[config.mk]
export PLATFORM = sky130hd
export DESIGN_NAME = freelist
export DESIGN_NICKNAME = d
export VERILOG_FILES = /design/src/rtl/freelist.sv
export SDC_FILE = /design/constraint.sdc
export NUM_CORES = 1
export LEC_CHECK = 0
export ABC_AREA = 0
export CORE_MARGIN = 1
export CORE_UTILIZATION = 35
export CTS_BUF_LIST = sky130_fd_sc_hd__clkbuf_2
export DETAILED_ROUTE_END_ITERATION = 10
export SETUP_SLACK_MARGIN = 0.4
export SYNTH_ARGS = -nofsm -noshare
export SYNTH_HDL_FRONTEND = slang
export SYNTH_SLANG_ARGS = --single-unit
[constraint.sdc]
create_clock -name i_clock -period 4.3 [get_ports i_clock]
set_clock_uncertainty 0.15 [all_clocks]
set_input_delay 0.43 -clock i_clock [delete_from_list [all_inputs] [get_ports i_clock]]
set_output_delay 0.43 -clock i_clock [all_outputs]
set_load 0.1 [all_outputs]
[src/rtl/freelist.sv]
// Physical-register free list: circular buffer of free tags with allocation head,
// free tail and retire head; rollback rewinds the allocation head to the retired state.
module freelist #(
    parameter int PRF_ENTRIES = 64,
    parameter int RAT_ENTRIES = 32,
    parameter int SCALAR      = 2,
    localparam int FL_ENTRIES = PRF_ENTRIES - RAT_ENTRIES,
    localparam int TAG_W      = $clog2(PRF_ENTRIES),
    localparam int CNT_W      = $clog2(FL_ENTRIES + 1),
    localparam int IDX_W      = $clog2(FL_ENTRIES),
    localparam int PTR_W      = IDX_W + 1
) (
    input  logic                          i_clock,
    input  logic                          i_reset,
    input  logic                          i_rollback,
    input  logic [SCALAR-1:0]             i_alloc_en,
    output logic [SCALAR-1:0][TAG_W-1:0]  o_free_tag,
    output logic [SCALAR-1:0]             o_free_valid,
    output logic [CNT_W-1:0]              o_free_count,
    input  logic [SCALAR-1:0]             i_retire_en,
    input  logic [SCALAR-1:0][TAG_W-1:0]  i_retire_tag
);

    logic [TAG_W-1:0]  r_entry [FL_ENTRIES];
    logic [PTR_W-1:0]  r_head;
    logic [PTR_W-1:0]  r_tail;
    logic [PTR_W-1:0]  r_rhead;

    logic [PTR_W-1:0]  w_count;
    logic [PTR_W-1:0]  w_alloc_n;
    logic [PTR_W-1:0]  w_ret_n;
    logic              w_take;
    logic [IDX_W-1:0]  w_wr_idx [SCALAR];

    // The wrap bit makes tail - head distinguish full (FL_ENTRIES) from empty (0).
    assign w_count      = r_tail - r_head;
    assign o_free_count = CNT_W'(w_count);

    genvar gi;
    generate
        for (gi = 0; gi < SCALAR; gi++) begin : g_read
            assign o_free_tag[gi]   = r_entry[r_head[IDX_W-1:0] + IDX_W'(gi)];
            assign o_free_valid[gi] = (w_count > PTR_W'(gi));
        end
    endgenerate

    // Grants must be contiguous from slot 0 and backed by a valid free tag.
    always_comb begin
        w_alloc_n = '0;
        w_take    = 1'b1;
        w_ret_n   = '0;
        for (int s = 0; s < SCALAR; s++) begin
            w_take      = w_take & i_alloc_en[s] & o_free_valid[s];
            w_alloc_n   = w_alloc_n + PTR_W'(w_take);
            w_wr_idx[s] = r_tail[IDX_W-1:0] + w_ret_n[IDX_W-1:0];
            w_ret_n     = w_ret_n + PTR_W'(i_retire_en[s]);
        end
    end

    always_ff @(posedge i_clock) begin
        if (i_reset) begin
            for (int i = 0; i < FL_ENTRIES; i++) begin
                r_entry[i] <= TAG_W'(RAT_ENTRIES + i);
            end
            r_head  <= '0;
            r_rhead <= '0;
            r_tail  <= PTR_W'(FL_ENTRIES);
        end else begin
            for (int s = 0; s < SCALAR; s++) begin
                if (i_retire_en[s]) begin
                    r_entry[w_wr_idx[s]] <= i_retire_tag[s];
                end
            end
            r_tail  <= r_tail + w_ret_n;
            r_rhead <= r_rhead + w_ret_n;
            if (i_rollback) begin
                r_head <= r_rhead + w_ret_n;
            end else begin
                r_head <= r_head + w_alloc_n;
            end
        end
    end

endmodule

; Word level (Yosys, flattened, before mapping)
; Memories as Yosys holds them, arrays and structs flattened. A register that Yosys moved wholly into a read port is not among the register bits.
; Cells that the tools add are included.
[word_totals]
n_memories = 1
reg_bits = 18
input_bits = 19
output_inout_bits = 20
wordCells = 35
mem_bits_rw = 192
[classes]
n_lt_le_gt_ge = 2
n_bitwise = 3
n_mux = 16
n_addsub = 8
n_reduce_logical = 2
[memory_table]
columns = memory, depth, word_bits, rd, rd_clocked_by_memory_dff, wr, line
row1 = r_entry, 32, 6, 2, 1, 32, 24  ; logic [TAG_W-1:0] r_entry [FL_ENTRIES];
[op_table]
columns = op, n
row1 = $add 6x2->6, 3
row2 = $mux 6, 3
row3 = $mux 5, 3
row4 = $gt 6x1->1 const B, 2
row5 = $reduce_or 6->1, 2
row6 = $mux 1, 10
row7 = $sub 6x6->6, 1
row8 = $add 5x1->5, 1
row9 = $add 5x1->5 const B, 1
row10 = $add 1x1->2, 2
row11 = $and 1x1->1, 3

; Longest topological paths before layout
; Gate-level depths: netlist of the first run.
[depth]
depth_word = 9
ltp_mapped = 15
ltp_nobuf = 14

; Worst setup path after synthesis of the first run
; Ideal clock, no wire load.
[synth_timing]
path_kind = register to output
start = register r_head[1]
end = output o_free_valid[0]
t_arrival_ns = 4.176
t_required_ns = 3.720
slack_ns = -0.456
n_path_buf = 2
stages_incl_launch_ff = 10
path_cell_list = dfxtp_1 buf_4 buf_4 inv_1 ha_1 nor2b_1 o21ai_0 o21ai_0 xnor2_1 or4_1
[synth_via]
elab_chain_cells = 2
[synth_lines]
columns = element, line
row1 = from (decl), 25  ; logic [PTR_W-1:0] r_head;
row2 = from (signal assigned), 77  ; r_head <= r_rhead + w_ret_n;
row3 = from (signal assigned), 79  ; r_head <= r_head + w_alloc_n;
row4 = $sub 6x6->6, 36  ; assign w_count = r_tail - r_head;
row5 = named net o_free_count[5], 19  ; output logic [CNT_W-1:0] o_free_count,
row6 = $gt 6x1->1, 43  ; assign o_free_valid[gi] = (w_count > PTR_W'(gi));
row7 = to (decl), 18  ; output logic [SCALAR-1:0] o_free_valid,
; The timed path passes the listed nets, and every way through them passes these cells.

==> results.json, run 1 <==
{
  "status": "completed",
  "drive_gt1_share_pct": 24.2,
  "hold_depth": 2,
  "grt_pass1_vias": 11200,
  "vias": 11200,
  "async_flop_share_pct": 0,
  "netlist_top_cells_area": "edfxtp_1, mux2i_1, mux4_2, nor2_1, nand2_1",
  "slew_violations": 0,
  "synth-seq-cells": 210,
  "start_util_pct": 35.7,
  "busiest_layer": "met2",
  "max_freq_mhz": 257,
  "grt_setup_unrepaired": "true",
  "synth_ff_type": "edfxtp_1",
  "crit_path_start_kind": "register",
  "n_fill_cell": 3858,
  "setup_tns_ns": 0,
  "crit_type": "reg2out",
  "cts_max_path_buffers": 3,
  "grt_antenna_before_repair": 1,
  "synthTopCellsByCount": "mux2i_1, edfxtp_1, nor2_1",
  "cp-end-kind": "output port",
  "drtIter0Drc": 1316,
  "avgRoutedWirePerCell_um": 25.9,
  "dieArea_um2": 41600,
  "grtUsageMet1_pct": 30.3,
  "dr.pass1.iters": 5,
  "crit_chain": "buf_12 -> ha_4 -> buf_12 -> mux4_2 -> mux2i_2 -> a22o_1 -> a221oi_2 -> clkbuf_16",
  "portBuffers": 38,
  "relSlewSlack_pct": 14.3,
  "synth.distinct_cells": 66,
  "ys_warn_count": 0,
  "irDropWorstVdd_mv": 0.260,
  "grt_first_pass_wirelength_mm": 70.7,
  "grt_max_degree": 64,
  "maxCapViolCount": 0,
  "worst_slack_ns": 0.413,
  "cp_slowest_cell": "mux4_2",
  "layout.nets": 1323,
  "insertion_delay_ns": 0.86,
  "crit_arrival_ns": 3.31,
  "numCtsBuffers": 57,
  "dp_slack_ns": 0.625,
  "clock_sinks": 210,
  "num_rows": 73,
  "antenna_left": 0,
  "die_width_um": 204,
  "overflow": 0,
  "drt_wl_total_mm": 48.1,
  "p_per_area_nw_per_um2": 397,
  "coreArea_um2": 40000,
  "via_per_inst": 6.02,
  "hpwl_mm": 32.9,
  "rr_worst_depth": 14,
  "htreeDepth": 2,
  "worstPathRequired_ns": 3.72,
  "die_h_um": 204,
  "use_met2_pct": 37.5,
  "p_leak_nw": 5.34,
  "gp_congestion": 0.896,
  "hold_class": "in2reg",
  "synth_most_common_cell": "mux2i_1",
  "synth_top_area_share_pct": 40.4,
  "met3_usage_pct": 4.18,
  "min_period_ns": 3.89,
  "period_share_pct": 90.4,
  "cts.reportedPaths.clkPinSlew_ns": 0.14,
  "synth_top_area_cell": "edfxtp_1",
  "clock-root-buffer": "clkbuf_2",
  "cpPeakStageDelay_ns": 0.54,
  "crit_fanout": 8,
  "syn_inst": 1225,
  "synth_area_per_cell_um2": 11.7,
  "synth-edff-count": 192,
  "final-hold-violation-count": 0,
  "setup_viol": 0,
  "synthToLayoutAreaGrowth_pct": 13.8,
  "ys_seq_area_share_pct": 42.9,
  "power_w": 0.00646,
  "cp_common_cell": "buf_12",
  "drc": 0,
  "tightest_slew_ns": 1.28,
  "synth_nets": 1262,
  "cts_tree": "done",
  "io_pins": 39,
  "netlist_area_um2": 14300,
  "grt_usage_pct": 22.9
}
[metal layers]
layer	up-vias	wire, um	part of all wire, %
met2	644	22800	47
met3	138	4530	9.4
met4	0	1700	3.5
li1	4772	-	-
met1	5645	19100	40
met5	-	0	0
[cells in the final DEF, fill, tap and decap left out, drive strengths merged, types with 3 or more instances in the layout]
cell type	Yosys	layout
a221oi	6	6
or2	6	6
a31oi	8	8
clkbuf	54	79
nand3	42	42
mux4	72	72
a21oi	19	19
nand2	114	114
o22ai	4	4
nand3b	10	10
clkinv	2	31
or3b	3	3
or3	25	25
dfxtp	18	18
nor2	144	144
mux2	7	7
buf	41	76
nand2b	10	10
o22a	7	7
xnor2	9	9
a211oi	4	4
ha	14	14
o211ai	7	7
a21o	3	3
edfxtp	192	192
and3	4	4
clkdlybuf4s50	0	17
mux2i	255	255
a22o	7	7
a22oi	14	14
nor2b	10	10
inv	25	24
and2	8	8
fa	4	4
o21ai	12	12
nor3	41	41
xor2	8	8
[power by group]
group / internal (W) / switching, W / total (W)
sequential: 0.00229 / 0.0000562 / 0.00235
combinational: 0.00105 / 0.00166 / 0.00271
clock: 0.000497 / 0.000902 / 0.00140
[logic make-up after synthesis]
| family | synth area share [%] |
|---|---|
| and+or+nand+nor | 14.9 |
| muxes | 29.8 |
| buffers and inverters | 3.83 |
| adders and majority gates | 1.79 |
| DFF | 42.9 |
| xor gates and xnor gates | 1.10 |
| AOI/OAI and AO/OA | 5.68 |
[cell type report]
type	count	area, um^2	share of cell area [%]
inverter	27	105	0.647
tap	525	657	4.04
multi-input combinational	893	7770	47.8
timing repair buffer	97	1070	6.56
antenna	1	2.50	0.0154
clock buffer	77	385	2.37
sequential	210	6150	37.8
clock inverter	29	114	0.701
[worst paths after layout]
check	startpoint	end	slack (ns)
worst max-delay path	r_head[1]	o_free_tag[7]	0.41
worst min-delay path	i_retire_tag[9]	r_entry[22][3]	0.14
worst max register to register	r_tail[0]	r_head[4]	0.82
worst min register to register	r_rhead[5]	r_rhead[5]	0.39
[timing repair]
action	4_1_cts	5_1_grt
endpoints found under the setup margin	13	14
setup buffers	14	4
resized for setup	28	18
hold endpoints to repair	8	0
cloned	2	1
pin swaps	6	4
hold buffers	1	0
[flip-flops by register name, indices dropped and copies added (netlist names)]
| name | count |
|---|---|
| r_entry | 192 |
| r_head | 6 |
| r_rhead | 6 |
| r_tail | 6 |
[metrics by stage]
step           cells  instance area (um^2)  hold WS (ns)  util, %
6_report        1859                 16200         0.144     40.6
5_1_grt         1859                 16200         0.108     40.6
4_1_cts         1853                 16100        0.0924     40.3
3_5_place_dp    1730                 15300         0.360     38.2
3_3_place_gp    1730                 15300         0.370     38.2
2_1_floorplan   1225                 14400         0.323        -
[worst max-delay path, delay by kind of cell (launching register included)]
kind                     cells  cell delay (ns)
multiplexers                 2             0.77
buffers and inverters        3             0.53
flip-flops                   1             0.38
adder cells (fa/ha/maj)      1             0.38
AO/OA/AOI/OAI                2             0.36
Power figures use the tool's default switching activity.
==> run 2, diff against run 1 <==
--- a/config.mk
+++ b/config.mk
@@ -9,6 +9,7 @@
 export CORE_MARGIN = 1
 export CORE_UTILIZATION = 35
 export CTS_BUF_LIST = sky130_fd_sc_hd__clkbuf_2
+export CTS_CLUSTER_SIZE = 28
 export DETAILED_ROUTE_END_ITERATION = 10
 export SETUP_SLACK_MARGIN = 0.4
 export SYNTH_ARGS = -nofsm -noshare
==> results of run 2 <==
The final DEF is identical to that of run 1; final timing and power are the same.
